File: config.mk
export PLATFORM = sky130hd
export DESIGN_NAME = pio_edge_poller
export DESIGN_NICKNAME = d
export VERILOG_FILES = /design/src/rtl/pio_edge_poller.sv
export SDC_FILE = /design/constraint.sdc
export NUM_CORES = 1
export LEC_CHECK = 0
export ABC_AREA = 1
export BUFFER_PORTS_ARGS = -buffer_cell sky130_fd_sc_hd__buf_2
export CAP_MARGIN = 20
export CELL_PAD_IN_SITES_DETAIL_PLACEMENT = 0
export CELL_PAD_IN_SITES_GLOBAL_PLACEMENT = 1
export CORE_UTILIZATION = 36
export CTS_CLUSTER_DIAMETER = 120
export DETAILED_ROUTE_END_ITERATION = 7
export GPL_ROUTABILITY_DRIVEN = 0
export HOLD_SLACK_MARGIN = 0.03
export PLACE_DENSITY = 0.85
export SYNTH_ARGS = -nofsm -noshare
export SYNTH_HDL_FRONTEND = slang
export SYNTH_SLANG_ARGS = --single-unit
File: constraint.sdc
create_clock -name clk -period 1.7 [get_ports clk]
set_input_delay 0.085 -clock clk [delete_from_list [all_inputs] [get_ports clk]]
set_output_delay 0.085 -clock clk [all_outputs]
set_load 0.03 [all_outputs]
File: src/rtl/pio_edge_poller.sv
// Avalon-MM initiator that polls a PIO edge-capture register, clears any captured
// edges, samples the live level and hands both out as one valid/ready event.
module pio_edge_poller #(
   parameter int unsigned WIDTH     = 10,
   parameter int unsigned POLL_DIV  = 1000,
   parameter int unsigned CAP_ADDR  = 3,
   parameter int unsigned DATA_ADDR = 0,
   parameter logic [15:0] CNT_INIT  = 16'h0000  // test hook: ev_count value after reset
) (
   input  logic             clk,
   input  logic             reset,
   input  logic             enable,
   output logic [1:0]       address,
   output logic             chipselect,
   output logic             write_n,
   output logic [31:0]      writedata,
   input  logic [31:0]      readdata,
   output logic             ev_valid,
   input  logic             ev_ready,
   output logic [WIDTH-1:0] ev_capture,
   output logic [WIDTH-1:0] ev_level,
   output logic [15:0]      ev_count
);

   localparam logic [15:0] LP_RELOAD = 16'(POLL_DIV - 1);
   localparam logic [1:0]  LP_CAP    = 2'(CAP_ADDR);
   localparam logic [1:0]  LP_DAT    = 2'(DATA_ADDR);

   typedef enum logic [2:0] {
      S_WAIT, S_RD_CAP, S_LAT_CAP, S_CLR, S_RD_DAT, S_LAT_DAT, S_OUT
   } state_t;

   state_t           r_state, w_state_nxt;
   logic [15:0]      r_cnt, w_cnt_nxt;
   logic             r_cs, w_cs_nxt;
   logic             r_wn, w_wn_nxt;
   logic [1:0]       r_addr, w_addr_nxt;
   logic [WIDTH-1:0] r_cap, r_lvl;
   logic [15:0]      r_count;
   logic             w_accept;
   logic             w_unused_rd;

   assign w_unused_rd = &{1'b0, readdata[31:WIDTH]};
   assign w_accept    = (r_state == S_OUT) && ev_ready;

   always_comb begin
      w_state_nxt = r_state;
      w_cnt_nxt   = r_cnt;
      case (r_state)
         S_WAIT: begin
            if (r_cnt != 16'd0)  w_cnt_nxt   = r_cnt - 16'd1;
            else if (enable)     w_state_nxt = S_RD_CAP;
         end
         S_RD_CAP:  w_state_nxt = S_LAT_CAP;
         S_LAT_CAP: begin
            if (readdata[WIDTH-1:0] == '0) begin
               w_state_nxt = S_WAIT;
               w_cnt_nxt   = LP_RELOAD;
            end else begin
               w_state_nxt = S_CLR;
            end
         end
         S_CLR:     w_state_nxt = S_RD_DAT;
         S_RD_DAT:  w_state_nxt = S_LAT_DAT;
         S_LAT_DAT: w_state_nxt = S_OUT;
         S_OUT: begin
            if (ev_ready) begin
               w_state_nxt = S_WAIT;
               w_cnt_nxt   = LP_RELOAD;
            end
         end
         default: begin
            w_state_nxt = S_WAIT;
            w_cnt_nxt   = LP_RELOAD;
         end
      endcase
   end

   // Bus outputs are registered from the next state so they line up with the state cycle.
   always_comb begin
      w_cs_nxt   = 1'b0;
      w_wn_nxt   = 1'b1;
      w_addr_nxt = r_addr;
      case (w_state_nxt)
         S_RD_CAP: begin w_cs_nxt = 1'b1; w_addr_nxt = LP_CAP; end
         S_CLR:    begin w_cs_nxt = 1'b1; w_wn_nxt = 1'b0; w_addr_nxt = LP_CAP; end
         S_RD_DAT: begin w_cs_nxt = 1'b1; w_addr_nxt = LP_DAT; end
         default:  ;
      endcase
   end

   always_ff @(posedge clk) begin
      if (reset) begin
         r_state <= S_WAIT;
         r_cnt   <= LP_RELOAD;
         r_cs    <= 1'b0;
         r_wn    <= 1'b1;
         r_addr  <= 2'd0;
         r_cap   <= '0;
         r_lvl   <= '0;
         r_count <= CNT_INIT;
      end else begin
         r_state <= w_state_nxt;
         r_cnt   <= w_cnt_nxt;
         r_cs    <= w_cs_nxt;
         r_wn    <= w_wn_nxt;
         r_addr  <= w_addr_nxt;
         if (r_state == S_LAT_CAP) r_cap <= readdata[WIDTH-1:0];
         if (r_state == S_LAT_DAT) r_lvl <= readdata[WIDTH-1:0];
         if (w_accept && (r_count != 16'hFFFF)) r_count <= r_count + 16'd1;
      end
   end

   assign address    = r_addr;
   assign chipselect = r_cs;
   assign write_n    = r_wn;
   assign writedata  = 32'd0;
   assign ev_valid   = (r_state == S_OUT);
   assign ev_capture = r_cap;
   assign ev_level   = r_lvl;
   assign ev_count   = r_count;

endmodule

**After elaboration in Yosys (flattened, before gate mapping)**

Cells that the tools add are included.

- Flip-flop bits (word level): 59
- Input bits: 36
- Output and inout port bits: 73
- Word-level logic and storage cells: 46

- $add $sub $neg: 2
- Equality and inequality tests: 13
- Muxes and demuxes: 12
- Bitwise operators: 1
- Reduce and logical (&&, ||, !) cells: 10

Operators by type and width:

| cell | count |
|---|---|
| $pmux 16 s4 | 1 |
| $mux 16 | 3 |
| $pmux 3 s7 | 1 |
| $add 16x1->16 const B | 1 |
| $ne 16x16->1 const B | 1 |
| $reduce_bool 16->1 | 1 |
| $sub 16x1->16 const B | 1 |
| $eq 3x3->1 const B | 4 |
| $logic_not 10->1 | 1 |
| $eq 3x2->1 const B | 3 |
| $mux 3 | 3 |
| $eq 3x1->1 const B | 2 |
| $ne 2x2->1 const B | 2 |
| $pmux 2 s2 | 1 |
| $reduce_and 4->1 | 1 |
| $reduce_or 4->1 | 1 |
| $logic_not 3->1 | 1 |
| $reduce_or 3->1 | 1 |
| $logic_and 1x1->1 | 2 |
| $mux 1 | 2 |
| $mux 2 | 1 |
| $ne 2x1->1 const B | 1 |
| $reduce_bool 2->1 | 1 |
| $reduce_or 2->1 | 1 |
| $not 1->1 | 1 |

**Logic depth before layout (Yosys ltp)**

Gate-level depths: netlist (run 1).

- Word-level depth: 6
- Gate-level depth with buffers: 11
- Gate-level depth less buffers: 11

**Worst setup path after synthesis (run 1)**

Ideal clock, no wire load.

- Kind: flip-flop to flip-flop
- From: register r_count[1] (netlist: ev_count[1])
- To: register r_count[13] (netlist: ev_count[13])
- Setup time: 133 ps
- Data arrival time: 1,607 ps
- Required time: 1,567 ps
- Path slack: -40 ps
- Cell stages (with the launch flop): 10
- Buffers on the path: 1
- Clock period less this slack: 1,740 ps
- Cell sequence: dfxtp_1 > ha_1 > nand3_2 > nor3_4 > nand3_2 > nand2_4 > inv_2 > buf_6 > nand2_1 > a21oi_2

- Cells in the longest elaborated chain, start to end: 2
- Elaborated cells on any way between the ends: 3
- Those cells by class: 1 x add/sub; 1 x eq/ne; 1 x reduce/logical

Ends and longest elaborated chain:

| what | line | RTL |
|---|---|---|
| from (decl) | 39 | `logic [15:0] r_count;` |
| from (signal assigned) | 110 | `if (w_accept && (r_count != 16'hFFFF)) r_count <= r_count + 16'd1;` |
| branches (longest 2 deep; another with $add 16x1->16) | - |  |

Several ways; the timed one is not identified.
A chain may end at the register's enable or synchronous reset.

**Final worst setup path (run 1)**

- From: register r_cnt[0]
- To: register r_cnt[13]

- Cells in the longest elaborated chain, start to end: 3
- Elaborated cells on any way between the ends: 6
- Those cells by class: 1 x add/sub; 1 x eq/ne; 2 x mux; 2 x reduce/logical

Ends and longest elaborated chain:

| what | line | RTL |
|---|---|---|
| from (decl) | 34 | `logic [15:0] r_cnt, w_cnt_nxt;` |
| from (signal assigned) | 104 | `r_cnt <= w_cnt_nxt;` |
| $sub 16x1->16 / $reduce_bool 16->1 (equally long branches) | 51 | `if (r_cnt != 16'd0) w_cnt_nxt = r_cnt - 16'd1;` |
| $mux 16 / $ne 2x2->1 (equally long branches) | - |  |
| $pmux 16 s4 / $reduce_and 4->1 (equally long branches) | - |  |

Several ways; a longest one is shown, not always the timed one. The select of a mux whose other input is x is not followed.

==> impl_metrics.csv, run 1 <==
group,metric,value,unit
global_routing,grt_max_degree,36,
global_routing,antenna_found_initial,0,
layout,diodes,0,
cts,htreeDepth,3,
floorplanning,num_rows,35,
cts,cts_root_buffer,"clkbuf_8",
power,p_leak,1.80,nW
layout,n_fill_cell,981,
logic_synthesis,synth_area_leaders,"dfxtp_1, nand2_1, nor2_1",
cts,clock_sinks,58,
critical_path,critPathLaunchType,"flop",
cts,clockBufferDepth,2,
detailed_routing,wl,7650,um
floorplanning,ioPinCount,109,
sta,period_needed,1.60,ns
cts,numCtsBuffers,9,
detailed_routing,vias,3086,
placed_design,portBuffers,54,
detailed_routing,dr.pass1.iters,4,
logic_synthesis,synth_top_area_share,33.9,%
layout,nNetsFinal,600,
detailed_routing,antenna_left,0,
cts,tritoncts,"built",
global_routing,grt_pass1_vias,2743,
floorplanning,core,9240,sq um
critical_path,cp.required,1.98,ns
critical_path,cp_slowest_stage_delay,0.37,ns
sta,hold_viol,0,
global_routing,grt-ovfl-total,0,
floorplanning,die_h,99.6,um
sta,timing.fmax,0.624,GHz
sta,slew_violations,0,
sta,setup_viol,0,
worst_hold_path,hold_path_class,"input pin to flop",
placed_design,post-dp-hpwl,5750,um
critical_path,path_cells,"inv_1, ha_1, nand3_1, nor2_2, nand3_2, nand2_4, nor2_8, buf_12, nand2_1, a21oi_1",
detailed_routing,avgViaCountPerCell,4.44,
logic_synthesis,yosys.area.top_type,"dfxtp_1",
global_routing,grt_use_total,15.6,%
logic_synthesis,syn_area,3430,sq um
placed_design,placed_area,3720,sq um
power,cellPowerDensity,784,nW/um^2
sta,period_share,94.3,%
detailed_routing,drc,0,
detailed_routing,wl_per_cell,11.0,um
power,report.power.total,3.17,mW
layout,drive_above_1_share,23.0,%
job,maxCapViolCount,0,
logic_synthesis,synth_cells,496,
logic_synthesis,syn_avg_cell_area,6.91,sq um
critical_path,cp_max_fo,9,
detailed_routing,drt_iter0_drc,119,
critical_path,cp.arrival,1.88,ns
layout,area_growth,17.9,%
critical_path,cp_slowest_cell,"dfxtp_1",
power,peakVddDrop,402,uV
cts,cts.clk_slew.worst_paths,0.07,ns
floorplanning,fp.dieW,99.6,um
critical_path,endpoint_kind,"flop",
cts,clk_latency,0.34,ns
global_routing,grt_pass1_wl,12400,um
sta,holdWs,0.0337,ns
critical_path,criticalPathCategory,"flop to flop",
logic_synthesis,yosys_warnings,0,
floorplanning,die_area,9920,sq um
sta,clock_skew,0.0111,ns
logic_synthesis,ys_types,35,
floorplanning,start_util,37.1,%
logic_synthesis,yosysSeqAreaShare,33.9,%
run_status,outcome,"completed",
logic_synthesis,synth-seq-cells,58,
layout,design_area,4040,sq um
## final cells by class
cell class              count  area (sq um)  area share [%]
flip-flops and latches     58          1160            28.8
inverters                  36           135            3.34
multi-input cells         384          1900            46.9
well taps                 129           161            3.99
clock inverters             7           125            3.10
repair buffers             72           438            10.8
clock buffers               9           124            3.06
## cell usage in the layout, fill, tap and decap left out
cell,netlist,final
inv_1,31,31
a21oi_1,28,28
nor2_1,75,75
nor3b_1,1,1
nand3_1,34,34
or2_2,1,1
nand3b_1,1,1
buf_4,33,13
o21ai_0,18,18
nand2_2,3,3
nor3_1,3,3
nand2_1,133,133
ha_1,3,3
inv_6,0,1
xor2_1,11,11
clkbuf_8,0,9
dfxtp_1,58,56
o21ai_4,1,1
nor3_4,1,1
bufinv_16,0,3
clkinv_4,0,3
conb_1,1,32
nor2_8,2,2
a21oi_2,9,9
nand4_1,3,3
nor2_4,2,2
dfxtp_2,0,2
xnor2_1,4,4
or2_4,1,1
nor2_2,4,4
buf_2,1,54
nand3_2,4,4
inv_2,5,5
nand3_4,1,1
o21ai_2,6,6
nand2_4,3,3
dlygate4sd3_1,0,3
buf_12,0,2
## worst paths after layout
check,from,to,slack [ns],cells past startpoint
hold / removal,readdata[4],ev_capture[4]$_SDFFE_PP0P_,0.03,3
hold reg to reg,ev_level[5]$_SDFFE_PP0N_,ev_level[5]$_SDFFE_PP0N_,0.47,2
setup reg to reg,r_cnt[0]$_SDFFE_PP1P_,r_cnt[13]$_SDFFE_PP0P_,0.1,10
setup / recovery,r_cnt[0]$_SDFFE_PP1P_,r_cnt[13]$_SDFFE_PP0P_,0.1,10
## repair_timing
item / in CTS / in global routing
endpoints found under the hold margin: 3 / 0
resized for setup: 0 / 0
buffers inserted: 0 / 2
hold buffers: 3 / 0
endpoints found under the setup margin: 0 / 6
## state kept, by name (all words and copies together), names as in the netlist
name	count
address	1
chipselect	1
ev_capture	10
ev_count	16
ev_level	10
r_cnt	16
r_state	3
write_n	1
## synthesized netlist by cell type
library cell,instances
nor2_1,75
a21oi_1,28
inv_1,31
nor3_4,1
nand3_1,34
or2_2,1
xor2_1,11
o21ai_4,1
nor3_1,3
nand4_1,3
nor2_2,4
nor2_4,2
nand2_4,3
xnor2_1,4
buf_2,1
conb_1,1
clkbuf_1,9
nand2_1,133
ha_1,3
o21ai_0,18
nand3_2,4
buf_6,3
nand2_2,3
nand3_4,1
a21oi_2,9
buf_4,33
nor2_8,2
nor3b_1,1
or2_4,1
inv_2,5
buf_1,1
buf_8,2
nand3b_1,1
o21ai_2,6
dfxtp_1,58
## cell families (layout without fill, tap and decap cells)
| kind of cell | Yosys count | count (layout) | share of synthesized area (%) |
|---|---|---|---|
| flops | 58 | 58 | 33.9 |
| simple gates | 272 | 272 | 35.8 |
| other cells | 1 | 32 | 0.109 |
| fa+ha+maj | 3 | 3 | 1.09 |
| compound gates | 62 | 62 | 11.0 |
| xor+xnor | 15 | 15 | 3.83 |
| buf+inv | 85 | 124 | 14.3 |
## power breakdown
| part | switching (mW) | total (mW) | internal [mW] |
|---|---|---|---|
| Clock | 0.617 | 1.60 | 0.986 |
| Combinational | 0.157 | 0.197 | 0.0394 |
| Sequential | 0.00689 | 1.37 | 1.36 |
## critical path: cells and delay by family (launching register included)
| kind | cells | cell delay (ns) |
|---|---|---|
| adders and majority gates | 1 | 0.24 |
| DFF | 1 | 0.37 |
| AOI/OAI and AO/OA | 1 | 0.11 |
| buffers and inverters | 2 | 0.25 |
| and+or+nand+nor | 6 | 0.55 |
## routing by layer
| layer | vias to the layer above | GRT usage (%) | routed length, um | part of all wire [%] |
|---|---|---|---|---|
| li1 | 1633 | - | - | - |
| met1 | 1392 | 19.9 | 3560 | 47 |
| met2 | 55 | 26.4 | 3690 | 48 |
| met3 | 6 | 3.44 | 333 | 4.4 |
| met4 | 0 | 4.75 | 72 | 0.94 |
| met5 | - | 0 | 0 | 0 |
## through the flow
step,setup TNS [ns],std cells,util [%],worst slack (ns)
final,0,695,43.8,0.0973
after global routing,-0.0113,695,43.8,-0.0103
after CTS,0,693,43.3,0.0676
after detailed placement,0,674,40.3,0.0873
after global placement,0,674,40.3,0.134
after floorplan,0,527,-,0.0940
Power figures use the tool's default switching activity.
==> run 2, diff against run 1 <==
PLACE_DENSITY = 0.87   (was 0.85)
==> run 2 against run 1 <==
Against the previous run:
- setup slack better by 0.043 ns
- core utilization up 0.87 points
- wire length rose by 3.7%
- clock power about the same
- hold slack got worse by 0.0064 ns
- register-to-register slack better by 0.04 ns
==> impl_metrics.csv, run 2 (synthesis results as in run 1) <==
group,metric,value,unit
cts,clockBufferDepth,2,
sta,period_needed,1.56,ns
critical_path,criticalPathCategory,"flop to flop",
cts,clk_latency,0.35,ns
worst_hold_path,hold_path_class,"input pin to flop",
detailed_routing,drt_iter0_drc,168,
power,cellPowerDensity,772,nW/um^2
floorplanning,die_h,99.6,um
layout,design_area,4120,sq um
layout,final_util,44.6,%
critical_path,critPathLaunchType,"flop",
layout,nNetsFinal,610,
detailed_routing,drc,0,
global_routing,grt_max_degree,36,
placed_design,placed_area,3750,sq um
worst_hold_path,hp-start,"readdata[5]",
sta,tns,0,ns
layout,most-common-layout-cells,"nand2_1, nor2_1, dfxtp_1",
floorplanning,ioPinCount,109,
cts,htreeDepth,3,
sta,setup_viol,0,
critical_path,cp_max_fo,7,
sta,timing.fmax,0.641,GHz
floorplanning,num_rows,35,
floorplanning,die_area,9920,sq um
sta,clock_skew,0.0114,ns
power,peakVddDrop,369,uV
placed_design,placedCellCount,677,
critical_path,cp.required,1.97,ns
sta,holdWs,0.0273,ns
critical_path,crit_path_start,"ev_count[1]$_SDFFE_PP0P_",
sta,fin_ws,0.141,ns
layout,area_growth,20.2,%
floorplanning,start_util,37.1,%
run_status,outcome,"completed",
cts,cts.clk_slew.worst_paths,0.07,ns
placed_design,place_ws,0.142,ns
critical_path,cp.arrival,1.83,ns
global_routing,grt_pass1_vias,3019,
layout,diodes,0,
layout,drive_above_1_share,23.6,%
floorplanning,fp.dieW,99.6,um
critical_path,crit-reg2reg-launch,"ev_count[1]$_SDFFE_PP0P_",
cts,clock_sinks,58,
placed_design,portBuffers,54,
sta,hold_viol,0,
cts,numCtsBuffers,9,
job,maxCapViolCount,0,
cts,tritoncts,"built",
detailed_routing,wl_per_cell,11.3,um
layout,n_fill_cell,966,
layout,final_common_cell,"nand2_1",
global_routing,grt_pass1_wl,13400,um
power,report.power.total,3.18,mW
critical_path,cp_slowest_cell,"dfxtp_2",
layout,fin_cells,705,
cts,cts_root_buffer,"clkbuf_8",
critical_path,path_cells,"ha_2, nand3_4, nor3_4, nand3_2, nand2_4, buf_6, o21ai_0, a21oi_1",
critical_path,r2r_slack,0.14,ns
floorplanning,core,9240,sq um
critical_path,cp_top_family,"simple AND/OR/NAND/NOR gates",
detailed_routing,avgViaCountPerCell,4.49,
critical_path,crit_buf_inv,1,
sta,rsz0062_at_grt,"false",
critical_path,endpoint_kind,"flop",
detailed_routing,vias,3166,
sta,period_share,91.7,%
power,p_leak,1.83,nW
global_routing,grt-ovfl-total,0,
global_routing,grt_use_total,17.2,%
placed_design,post-dp-hpwl,5780,um
detailed_routing,antenna_left,0,
detailed_routing,wl,7930,um
detailed_routing,dr.pass1.iters,4,
global_routing,antenna_found_initial,0,
sta,slew_violations,0,
critical_path,cp_slowest_stage_delay,0.35,ns
## run 2: final timing paths
| path | endpoint | depth (start not counted) |
|---|---|---|
| hold reg to reg | ev_level[0]$_SDFFE_PP0N_ | 2 |
| setup reg to reg | ev_count[0]$_SDFFE_PP0P_ | 8 |
| setup / recovery | ev_count[0]$_SDFFE_PP0P_ | 8 |
| hold / removal | ev_capture[5]$_SDFFE_PP0P_ | 3 |
## run 2: final cells by class
cell class | count | area [sq um] | area share [%]
Clock buffer | 9 | 124 | 3.00
Clock inverter | 7 | 125 | 3.03
Inverter | 36 | 135 | 3.28
Multi-Input combinational cell | 384 | 1910 | 46.2
Sequential cell | 58 | 1160 | 28.3
Tap cell | 129 | 161 | 3.92
Timing Repair Buffer | 82 | 507 | 12.3
## run 2: repair_timing
item                                    4_1_cts  5_1_grt
hold buffers                                  9        0
endpoints found under the setup margin        0        2
setup buffers                                 0        3
endpoints found under the hold margin        10        0
gates resized for setup                       0        4
## run 2: power by group
part,internal [mW],switching [mW]
logic,0.0502,0.162
registers,1.37,0.00653
clock network,0.985,0.615
total,2.40,0.784
## run 2: worst min-delay path: stages
cell	delay, ns
buf_2	0.10
o21ai_0	0.08
nor2_1	0.07
## run 2: layer usage
metal | GRT usage (%) | vias up | wire length [um]
met5 | 0 | - | 0
met4 | 7.47 | 0 | 111
met3 | 3.94 | 10 | 242
met2 | 30.4 | 52 | 3990
met1 | 19.8 | 1456 | 3590
li1 | - | 1648 | -
==> run 3, diff against run 2 <==
CORE_UTILIZATION = 37   (was 36)
CTS_BUF_LIST = sky130_fd_sc_hd__clkbuf_8   (was unset)
PLACE_DENSITY = 0.89   (was 0.87)
==> run 3 against run 2 <==
Against the previous run:
- the run now ends with design-rule violations left
- design area down 4.2%
- power is 9.7% lower
- first-iteration DRC count is 23% higher
==> impl_metrics.csv, run 3 (synthesis results as in run 1) <==
group,metric,value,unit
critical_path,endpoint_kind,"flop",
critical_path,r2r_cells,10,
layout,drive_above_1_share,23.7,%
power,p_leak,1.77,nW
critical_path,cp.required,1.98,ns
placed_design,portBuffers,54,
run_status,outcome,"complete, but fails checks",
floorplanning,start_util,38.8,%
global_routing,grt_use_total,17.0,%
cts,clk_latency,0.34,ns
floorplanning,die_h,98.3,um
detailed_routing,drt_iter0_drc,206,
sta,hold_viol,0,
layout,n_fill_cell,927,
critical_path,crit-reg2reg-launch,"r_cnt[0]$_SDFFE_PP1P_",
detailed_routing,avgViaCountPerCell,4.61,
placed_design,post-dp-hpwl,5850,um
worst_hold_path,hp-start,"readdata[0]",
floorplanning,die_area,9660,sq um
sta,timing.fmax,0.631,GHz
job,maxCapViolCount,0,
sta,period_needed,1.58,ns
floorplanning,core,8850,sq um
global_routing,grt-ovfl-total,0,
sta,holdWs,0.0362,ns
sta,slew_violations,0,
layout,area_growth,15.2,%
critical_path,cp_max_fo,11,
cts,cts_root_buffer,"clkbuf_8",
power,cellPowerDensity,727,nW/um^2
cts,tritoncts,"built",
layout,nNetsFinal,600,
detailed_routing,vias,3108,
global_routing,grt_pass1_wl,13000,um
sta,setup_viol,0,
global_routing,grt_pass1_vias,2886,
run_status,violations,"design-rule violations",
cts,cts.clk_slew.worst_paths,0.07,ns
worst_hold_path,min_path_cells,3,
cts,clock_sinks,58,
power,peakVddDrop,287,uV
cts,numCtsBuffers,9,
global_routing,antenna_found_initial,0,
sta,rsz0062_at_grt,"false",
sta,period_share,93.2,%
critical_path,crit_path_start,"r_cnt[0]$_SDFFE_PP1P_",
sta,clock_skew,0.00737,ns
floorplanning,ioPinCount,109,
critical_path,criticalPathCategory,"flop to flop",
floorplanning,num_rows,34,
layout,most-common-layout-cells,"nand2_1, nor2_1, dfxtp_1",
detailed_routing,wl,7960,um
sta,tns,0,ns
critical_path,cp.arrival,1.87,ns
detailed_routing,antenna_left,0,
global_routing,grt_max_degree,28,
floorplanning,fp.dieW,98.3,um
cts,htreeDepth,3,
detailed_routing,wl_per_cell,11.8,um
layout,final_common_cell,"nand2_1",
cts,clockBufferDepth,2,
worst_hold_path,hold_path_class,"input pin to flop",
detailed_routing,drc,2,
layout,diodes,0,
critical_path,critPathLaunchType,"flop",
detailed_routing,dr.pass1.iters,8,
run 3: area by class of cell:
class                   count  area, sq um  area share, %
multi-input cells         384         1900           48.0
flip-flops and latches     58         1160           29.4
repair buffers             72          418           10.6
clock buffers              11          151           3.83
inverters                  36          135           3.42
well taps                 108          135           3.42
clock inverters             5         52.6           1.33
run 3: routing by layer:
metal / vias to the layer above / global-route usage (%) / wire length [um]
li1: 1627 / - / -
met3: 9 / 4.80 / 376
met4: 0 / 6.54 / 114
met1: 1400 / 20.1 / 3680
met2: 72 / 29.1 / 3800
met5: - / 0 / 0
run 3: per-stage QoR:
step | area, sq um | util, % | setup WS [ns] | instances | total power [mW]
finish | 3950 | 44.7 | 0.115 | 674 | 2.87
global route | 3950 | 44.7 | 0.0125 | 674 | 2.99
CTS | 3920 | 44.3 | 0.0861 | 671 | 2.91
detailed placement | 3710 | 42.0 | 0.110 | 655 | 1.59
global placement | 3710 | 42.0 | 0.147 | 655 | 1.59
floorplan | 3550 | - | 0.0940 | 527 | 1.61
run 3: path summary, 6_finish.rpt:
path	end	slack [ns]
worst min register to register	ev_level[3]$_SDFFE_PP0N_	0.47
worst min-delay path	ev_capture[0]$_SDFFE_PP0P_	0.04
worst max-delay path	r_cnt[0]$_SDFFE_PP1P_	0.12
worst max register to register	r_cnt[0]$_SDFFE_PP1P_	0.12
run 3: critical path: stages, from the launching register on:
cell and delay [ns]:
dfxtp_1 0.37, inv_2 0.08, ha_1 0.22, nand3_1 0.10
nor2_2 0.04, nand3_2 0.12, nand2_4 0.08, nor2_8 0.24
buf_4 0.17, o21ai_2 0.04, nand3_1 0.06
run 3: timing repair:
action | CTS | global route
setup buffers | 0 | 3
hold buffers | 0 | 0
endpoints found under the hold margin | 0 | 0
gates resized for setup | 0 | 1
endpoints found under the setup margin | 0 | 6
run 3: power by group:
group,internal (mW),total [mW],switching (mW)
logic,0.0337,0.191,0.157
clock network,0.748,1.31,0.562
registers,1.37,1.37,0.00691
total,2.15,2.87,0.727
